===== src/rtl/sched_obstaculos_pkg.sv =====
// Shared types and constants for the obstacle scheduler of the lane game.
package pkg_obstaculos;

  localparam logic [4:0]  TIPO_BONO  = 5'd16;
  localparam int unsigned NUM_TIPOS  = 17;
  localparam int unsigned LANES      = 7;

  // Fibonacci taps 16,14,13,11 -> state bits 15,13,12,10.
  localparam logic [15:0] LFSR_TAPS  = 16'hB400;

  typedef enum logic [1:0] {
    IDLE = 2'd0,
    RUN  = 2'd1,
    OVER = 2'd2
  } estado_t;

  // 16-bit add that sticks at all ones instead of wrapping.
  function automatic logic [15:0] sat_add16(input logic [15:0] a, input logic [15:0] b);
    logic [16:0] s;
    s = {1'b0, a} + {1'b0, b};
    return s[16] ? 16'hFFFF : s[15:0];
  endfunction

endpackage


===== src/rtl/sched_obstaculos_lfsr16.sv =====
// Free-running 16-bit Fibonacci LFSR used to pick obstacle pattern indices.
module lfsr16
  import pkg_obstaculos::*;
#(
  parameter logic [15:0] SEED = 16'hACE1
) (
  input  logic        clk,
  input  logic        rst_n,
  output logic [15:0] estado
);

  logic [15:0] estado_q;

  // Shift every cycle; feedback is the parity of the tapped bits.
  always_ff @(posedge clk or negedge rst_n) begin
    if (!rst_n) begin
      estado_q <= SEED;
    end else begin
      estado_q <= {estado_q[14:0], ^(estado_q & LFSR_TAPS)};
    end
  end

  assign estado = estado_q;

endmodule


===== src/rtl/sched_obstaculos.sv =====
// Obstacle scheduler: picks ROM rows, scrolls the field, detects hits and keeps score.
// Optional macro SCHED_SPEEDUP_EN shortens the spawn gap as the score grows.
module sched_obstaculos
  import pkg_obstaculos::*;
#(
  parameter int unsigned DEPTH        = 8,
  parameter int unsigned GAP          = 3,
  parameter int unsigned BONUS_PERIOD = 8,
  parameter int unsigned BONUS_PTS    = 5,
  parameter logic [15:0] SEED         = 16'hACE1
) (
  input  logic                   clk,
  input  logic                   rst_n,
  input  logic                   start,
  input  logic                   tick,
  input  logic                   pausa,
  input  logic [2:0]             jugador_pos,
  input  logic [LANES-1:0]       obstaculo,
  output logic [4:0]             tipo_obs,
  output logic [LANES*DEPTH-1:0] campo,
  output logic                   choque,
  output logic                   bono,
  output logic [15:0]            puntos,
  output logic                   jugando
);

  localparam logic [7:0] GAP_W   = 8'(GAP);
  localparam logic [7:0] SP_LAST = 8'(BONUS_PERIOD - 1);

  estado_t                  estado_q, estado_d;
  logic [LANES*DEPTH-1:0]   campo_q, campo_d;
  logic [DEPTH-2:0]         flags_q, flags_d;   // bonus flag per row 0..DEPTH-2
  logic [7:0]               gap_q, gap_d;
  logic [7:0]               spawn_cnt_q, spawn_cnt_d;
  logic                     pend_q, pend_d;     // index selection due after a spawn
  logic [4:0]               tipo_q, tipo_d;
  logic                     choque_q, choque_d;
  logic                     bono_q, bono_d;
  logic [15:0]              puntos_q, puntos_d;

  logic [15:0]      lfsr;
  logic [7:0]       eff_gap;
  logic             arranque;
  logic             acc;
  logic             spawn;
  logic [LANES-1:0] fila;
  logic [2:0]       carril;
  logic             golpe;
  logic [15:0]      suma;
  logic [7:0]       cnt_next;
  logic             unused_lfsr;

  lfsr16 #(
    .SEED (SEED)
  ) u_lfsr (
    .clk    (clk),
    .rst_n  (rst_n),
    .estado (lfsr)
  );

  assign unused_lfsr = ^lfsr[15:4];

  // Row about to enter the player row and the lane it is checked against.
  assign fila   = campo_q[LANES*(DEPTH-2) +: LANES];
  assign carril = (jugador_pos == 3'd7) ? 3'd6 : jugador_pos;
  assign golpe  = fila[carril];

  // FSM, field scroll, spawn, next-index selection and scoring.
  always_comb begin
    estado_d    = estado_q;
    campo_d     = campo_q;
    flags_d     = flags_q;
    gap_d       = gap_q;
    spawn_cnt_d = spawn_cnt_q;
    pend_d      = pend_q;
    tipo_d      = tipo_q;
    choque_d    = 1'b0;
    bono_d      = 1'b0;
    puntos_d    = puntos_q;
    arranque    = 1'b0;
    acc         = 1'b0;
    spawn       = 1'b0;
    suma        = 16'd0;
    cnt_next    = (spawn_cnt_q == SP_LAST) ? 8'd0 : spawn_cnt_q + 8'd1;

    unique case (estado_q)
      IDLE, OVER: begin
        if (start) begin
          arranque    = 1'b1;
          estado_d    = RUN;
          campo_d     = '0;
          flags_d     = '0;
          puntos_d    = 16'd0;
          gap_d       = 8'd0;
          spawn_cnt_d = 8'd0;
          pend_d      = 1'b0;
        end
      end
      RUN: begin
        if (!pausa) begin
          if (pend_q) begin
            pend_d      = 1'b0;
            spawn_cnt_d = cnt_next;
            tipo_d      = (cnt_next == SP_LAST) ? TIPO_BONO : {1'b0, lfsr[3:0]};
          end
          if (tick) begin
            acc     = 1'b1;
            spawn   = (gap_q == eff_gap - 8'd1);
            campo_d = {campo_q[LANES*(DEPTH-1)-1:0], spawn ? obstaculo : {LANES{1'b0}}};
            flags_d = {flags_q[DEPTH-3:0], spawn && (tipo_q == TIPO_BONO)};
            gap_d   = spawn ? 8'd0 : gap_q + 8'd1;
            if (spawn) begin
              pend_d = 1'b1;
            end
            if (golpe && !flags_q[DEPTH-2]) begin
              choque_d = 1'b1;
              estado_d = OVER;
            end else if (golpe) begin
              bono_d = 1'b1;
              suma   = 16'(BONUS_PTS);
            end else if ((fila != '0) && !flags_q[DEPTH-2]) begin
              suma = 16'd1;
            end
            puntos_d = sat_add16(puntos_q, suma);
          end
        end
      end
      default: estado_d = IDLE;
    endcase
  end

`ifdef SCHED_SPEEDUP_EN
  logic [7:0] gap_tgt_q, gap_tgt_d;
  logic [7:0] eff_gap_q, eff_gap_d;

  // Target gap drops on each 16-point boundary; the live gap adopts it only at a spawn.
  always_comb begin
    gap_tgt_d = gap_tgt_q;
    eff_gap_d = eff_gap_q;
    if (arranque) begin
      gap_tgt_d = GAP_W;
      eff_gap_d = GAP_W;
    end else if (acc) begin
      if ((puntos_d[15:4] != puntos_q[15:4]) && (gap_tgt_q > 8'd1)) begin
        gap_tgt_d = gap_tgt_q - 8'd1;
      end
      if (spawn) begin
        eff_gap_d = gap_tgt_d;
      end
    end
  end

  // Speed-up registers.
  always_ff @(posedge clk or negedge rst_n) begin
    if (!rst_n) begin
      gap_tgt_q <= GAP_W;
      eff_gap_q <= GAP_W;
    end else begin
      gap_tgt_q <= gap_tgt_d;
      eff_gap_q <= eff_gap_d;
    end
  end

  assign eff_gap = eff_gap_q;
`else
  assign eff_gap = GAP_W;
`endif

  // Game state registers.
  always_ff @(posedge clk or negedge rst_n) begin
    if (!rst_n) begin
      estado_q    <= IDLE;
      campo_q     <= '0;
      flags_q     <= '0;
      gap_q       <= 8'd0;
      spawn_cnt_q <= 8'd0;
      pend_q      <= 1'b0;
      tipo_q      <= 5'd0;
      choque_q    <= 1'b0;
      bono_q      <= 1'b0;
      puntos_q    <= 16'd0;
    end else begin
      estado_q    <= estado_d;
      campo_q     <= campo_d;
      flags_q     <= flags_d;
      gap_q       <= gap_d;
      spawn_cnt_q <= spawn_cnt_d;
      pend_q      <= pend_d;
      tipo_q      <= tipo_d;
      choque_q    <= choque_d;
      bono_q      <= bono_d;
      puntos_q    <= puntos_d;
    end
  end

  assign tipo_obs = tipo_q;
  assign campo    = campo_q;
  assign choque   = choque_q;
  assign bono     = bono_q;
  assign puntos   = puntos_q;
  assign jugando  = (estado_q == RUN);

endmodule


===== config.mk =====
export PLATFORM = sky130hd
export DESIGN_NAME = sched_obstaculos
export DESIGN_NICKNAME = d
export VERILOG_FILES = /design/src/rtl/sched_obstaculos_pkg.sv /design/src/rtl/sched_obstaculos_lfsr16.sv /design/src/rtl/sched_obstaculos.sv
export SDC_FILE = /design/constraint.sdc
export NUM_CORES = 1
export LEC_CHECK = 0
export CAP_MARGIN = 20
export CORE_ASPECT_RATIO = 0.75
export CORE_MARGIN = 10
export CORE_UTILIZATION = 53
export DETAILED_ROUTE_END_ITERATION = 10
export GPL_TIMING_DRIVEN = 0
export MAX_ROUTING_LAYER = met4
export PLACE_DENSITY = 0.86
export RECOVER_POWER = 25
export SETUP_SLACK_MARGIN = 0.3
export SLEW_MARGIN = 30
export SYNTH_ARGS = -nofsm -noshare
export SYNTH_HDL_FRONTEND = slang
export SYNTH_SLANG_ARGS = --single-unit

===== constraint.sdc =====
create_clock -name clk -period 4.2 [get_ports clk]
set_clock_uncertainty 0.1 [all_clocks]
set_input_delay 0.42 -clock clk [delete_from_list [all_inputs] [get_ports clk]]
set_output_delay 0.42 -clock clk [all_outputs]
set_load 0.005 [all_outputs]

# --- Word-level counts from Yosys, hierarchy flattened ---
# Index checks and enable logic that the tools add are counted.
word_totals:
  regBits: 121
  input_bits: 15
  output_inout_bits: 80
classes:
  add_sub_neg: 3
  magnitude_cmp: 1
  eq_ne: 12
  n_mux: 52
  bitwise_logic: 1
  reduce_logical: 14
ops:
  columns: ["cell", "count"]
  rows:
  - ["$mux 56", 3]
  - ["$mux 16", 7]
  - ["$pmux 56 s2", 1]
  - ["$mux 8", 7]
  - ["$pmux 16 s2", 1]
  - ["$pmux 8 s2", 2]
  - ["$mux 7", 4]
  - ["$add 16x16->17", 1]
  - ["$add 8x1->8 const B", 2]
  - ["$eq 8x3->1 const B", 2]
  - ["$reduce_xor 16->1", 1]
  - ["$mux 1", 15]
  - ["$pmux 7 s2", 1]
  - ["$reduce_and 4->1", 3]
  - ["$mux 3", 3]
  - ["$eq 8x2->1 const B", 1]
  - ["$mux 2", 4]
  - ["$reduce_bool 7->1", 1]
  - ["$ne 2x2->1 const B", 3]
  - ["$reduce_and 3->1", 2]
  - ["$eq 5x5->1 const B", 1]
  - ["$mux 5", 1]
  - ["$lt 3x4->1 const B", 1]
  - ["$ne 2x1->1 const B", 2]
  - ["12 further kinds", 14]

# --- Longest topological paths before layout ---
depth:
  ltp_word: 14
  ltp_mapped: 10
  ltp_nobuf: 10

# --- Hierarchy ---
# From an unflattened synthesis, not the netlist that was laid out.
unflattened:
  hier_cells: 539
  area_unflattened_um2: 5355.1
by_module_without_submodules:
  columns: ["module", "n_inst", "cells_each", "area_per_inst_um2", "seq_area_each_um2"]
  rows:
  - ["sched_obstaculos", 1, 520, 4918.5, 2627.5]
  - ["lfsr16", 1, 19, 436.7, 410.4]

# --- Worst setup path after synthesis ---
# OpenSTA, ideal clock, no wires.
synth_timing:
  path_kind: "input port to flip-flop"
  start: "in jugador_pos[0]"
  end: "reg puntos_q[11] (netlist: puntos[11])"
  setup_time_ns: 0.139
  t_arrival_ns: 2.741
  required_time_ns: 3.961
  path_slack_ns: 1.220
  path_stages: 9
  path_buffers: 0
  cell_sequence: "mux4_2 mux2_2 mux2_1 ha_1 ha_1 a21oi_1 nor3_1 a211oi_1 a211oi_1"
synth_between:
  elab_chain_cells: 14
  elab_cells_between_ends: 15
synth_rtl:
  columns: ["element", "line_no", "source"]
  rows:
  - ["start, declared", "sched_obstaculos.sv:17", "input logic [2:0] jugador_pos,"]
  - ["$eq 3x3->1", "sched_obstaculos.sv:65", "assign carril = (jugador_pos == 3'd7) ? 3'd6 : jugador_pos;"]
  - ["$mux 3 (*)", "sched_obstaculos.sv:65", null]
  - ["$bmux 1 s3 (*)", "sched_obstaculos.sv:66", "assign golpe = fila[carril];"]
  - ["$mux 1 (implied by the code) (*)", "sched_obstaculos.sv:66", null]
  - ["$mux 3 / $logic_and 1x1->1 (equally long branches)", "sched_obstaculos.sv:118, sched_obstaculos.sv:115", null]
  - ["$mux 3 (*)", "sched_obstaculos.sv:115", "if (golpe && !flags_q[DEPTH-2]) begin"]
  - ["$mux 16 (*)", "sched_obstaculos.sv:106", "if (tick) begin"]
  - ["$mux 16 (*)", "sched_obstaculos.sv:100", "if (!pausa) begin"]
  - ["$mux 16 (*)", "sched_obstaculos.sv:86", "unique case (estado_q)"]
  - ["$add 16x16->17 (*)", "sched_obstaculos_pkg.sv:20", "s = {1'b0, a} + {1'b0, b};"]
  - ["$mux 16 (*)", "sched_obstaculos_pkg.sv:21", "return s[16] ? 16'hFFFF : s[15:0];"]
  - ["$mux 16 (*)", "sched_obstaculos.sv:106", null]
  - ["$mux 16 (*)", "sched_obstaculos.sv:100", null]
  - ["$pmux 16 s2 (*)", "sched_obstaculos.sv:86", null]
  - ["end signal, assigned", "sched_obstaculos.sv:192", "puntos_q <= puntos_d;"]
  - ["end, declared", "sched_obstaculos.sv:39", "logic [15:0] puntos_q, puntos_d;"]
# Mark *: on every way between the ends. The rest lies on a longest branch, timed or not. The select of a mux whose other input is x is not followed.
# A chain may end at the register's enable or synchronous reset.

# --- Worst setup path after layout ---
# Same ends and word-level chain as after synthesis.

==> impl_metrics.yaml <==
yosys:
  synth_edf_count: 0
  syn_nets: 555
  yosysWarnings: 0
  syn_area_per_cell_sq_um: 9.98
  synth_ff_type: "dfrtp_1"
  synth_area_sq_um: 5320
  synthCells: 533
  synth_seq_area_share: 0.571
  yosysUniqueCellTypes: 59
  ys_ff_latch: 121
  synthArstFlopShare: 1.00
global_routing:
  antenna_found_initial: 0
  grt_pass1_vias: 4479
  grt_pass1_wl_mm: 23.0
  met1_usage: 0.258
  grtUsageMet3: 0.0485
  grt_overflow_total: 0
  busiest_layer: "met2"
  track_usage: 0.202
  use_met2: 0.307
  grt_max_degree: 79
layout:
  nNetsFinal: 670
  fin_cells: 793
  mostFrequentLayoutCells: "129 x nand2_1, 113 x dfrtp_1, 93 x clkdlybuf4s50_1"
  finalInstanceArea_sq_um: 7020
  drive_gt1_frac: 0.0832
  diodes: 0
  final_common_cell: "nand2_1"
  areaGrowthSynthToFinish_pct: 32.1
  fillers: 669
cts:
  cts.path.max_buffers: 2
  clk_latency_ps: 420
  clock_sinks: 121
  hold_buffers: 1
  postCtsSetupRepairBufs: 0
  cts_resized: 0
  cts_max_level: 4
  cts_tree: "yes"
  cts_buffers: 17
  clk_pin_slew_ps: 50
  clock-root-buffer: "clkbuf_16"
pwr:
  p_int_mw: 2.84
  p_seq_frac: 0.388
  ir_worst_vdd_uv: 315
  p_sw_mw: 1.29
  switching_share: 0.313
  power.leakage_nw: 3.31
  power_frac_comb: 0.279
  p_per_area_nw_per_um2: 588
  pwr-share-clk: 0.333
setup_path:
  crit_slowest_cell: "clkdlybuf4s50_1"
  crit_type: "in -> reg"
  r2r_setup_slack_ps: 840
  timing.rr.start: "campo[45]"
  reg2reg_depth: 9
  required_ps: 4370
  worstPathMaxFanout: 6
  cp-start-kind: "input port"
  rr_endpoint: "puntos[11]"
  arrival_ps: 3640
  slowest_delay_ps: 520
  cp_cell_sequence: "clkdlybuf4s50_1 -> mux4_2 -> mux2_2 -> mux2_1 -> ha_1 -> ha_1 -> a21oi_1 -> nor3_1 -> a211oi_1 -> a211oi_1"
  endpoint_kind: "flop"
outcome:
  violations: "capacitance limit, slew limit"
  status: "complete, but fails checks"
min_path:
  hold_end: "u_lfsr.estado[9]"
  whs_path_depth: 0
  min_from: "u_lfsr.estado[8]"
  hp-class: "reg -> reg"
sta:
  report.final.setup_viol: 0
  worstMarginPinSlew_ps: 2310
  finalCritPeriodShare: 0.826
  final.min_clock_period_ps: 3470
  hold_violations: 0
  finalMaxSlewViolations: 44
  rsz0062_at_grt: "false"
  relSlewSlack: -0.537
  fmax_mhz: 288
  fin_tns_setup_ps: 0
placed_design:
  placed_area_sq_um: 6460
  place_congestion: 0.904
  dp_hpwl_mm: 9.70
  dp.cells: 760
  port_buffers: 94
floorplan:
  die_w_um: 136
  die_height_um: 107
  core-area_sq_um: 9740
  die-area_sq_um: 14500
  initial_utilization: 0.546
  num_rows: 31
  io_pins: 95
job:
  cap_violations: 1
detailed_routing:
  wl_mm: 14.0
  antenna_left: 0
  drc_errors: 0
  vias: 4607
  drt_iter0_markers: 574
  vias_per_cell: 5.81
  avgRoutedWirePerCell_um: 17.7
  first_pass_iters: 6
state kept, by name, summed over array words and instances, names as in the netlist:
name	flops
campo	56
puntos	16
u_lfsr.estado	16
gap_q	8
spawn_cnt_q	8
flags_q	7
tipo_obs	5
estado_q	2
bono	1
choque	1
pend_q	1
cell usage after synthesis (4+ instances only):
cell type    n  area share
mux2i_1      6       0.011
dfrtp_1    113        0.53
o21ai_1     18       0.017
nand2_1    129       0.091
nand3_1     67       0.063
nor2_1      12      0.0085
nand4_1      6      0.0071
a22o_1       8       0.013
xnor2_1      4      0.0066
and3_1      13       0.015
a211oi_1     8       0.011
dfstp_2      8       0.040
o21ai_0      6      0.0056
buf_2       12       0.011
a31oi_1     10       0.012
nor3_1       8      0.0075
ha_1         7       0.016
inv_1        4      0.0028
nor4_1       4      0.0047
a21oi_1     17       0.016
clkbuf_1    16       0.011
logic make-up (layout without fill, tap and decap cells):
logic type,Yosys count,in the layout,share of synthesized area
simple gates,264,264,0.238
flops,121,121,0.571
compound gates,89,89,0.114
buf+inv,37,165,0.0304
mux,9,9,0.0198
fa+ha+maj,7,7,0.0165
xor+xnor,6,6,0.00988
power by group through the flow:
stage	Sequential (mW)	Clock, mW	Combinational (mW)
finish	1.61	1.38	1.15
global route	1.63	1.45	1.28
CTS	1.60	1.40	1.16
detailed placement	1.61	0	1.15
global placement	1.60	0	1.10
floorplan	1.57	0	0.574
layout make-up:
type / count / area, sq um / area share
Multi-Input combinational cell: 375 / 2120 / 0.302
Tap cell: 132 / 165 / 0.0235
Buffer: 32 / 143 / 0.0203
Clock inverter: 2 / 35.0 / 0.00499
Inverter: 5 / 18.8 / 0.00267
Clock buffer: 30 / 534 / 0.0761
Timing Repair Buffer: 96 / 972 / 0.138
Sequential cell: 121 / 3040 / 0.432
per-stage QoR:
stage               hold WS [ps]  power, mW  utilization  setup WS, ps
detailed placement           226       2.76        0.663           340
global placement             237       2.71        0.660         -1900
floorplan                   24.4       2.14            -          1220
CTS                          254       4.16        0.723           727
global route                 262       4.37        0.722           562
finish                       252       4.13        0.722           729
worst max-delay path by stage:
stage          slack (ps)            from          to  cells past startpoint
6_report              730  jugador_pos[0]  puntos[11]                     10
3_5_place_dp          340  jugador_pos[0]  puntos[11]                     10
5_1_grt               560  jugador_pos[0]  puntos[11]                     10
4_1_cts               730  jugador_pos[0]  puntos[11]                     10
2_1_floorplan        1220  jugador_pos[0]  puntos[11]                      9
3_3_place_gp        -1900           rst_n   campo[37]                      1
critical path, delay by kind of cell:
family,cells,cell delay (ps)
mux,3,1190
simple gates,1,200
compound gates,3,890
buf+inv,1,520
fa+ha+maj,2,420
routing by layer:
metal	vias up	wire [um]	share of wire
met1	2295	6150	0.44
li1	2123	-	-
met3	23	957	0.068
met2	166	6710	0.48
met4	0	206	0.015
met5	-	0	0
(Power assumes the default switching activity.)
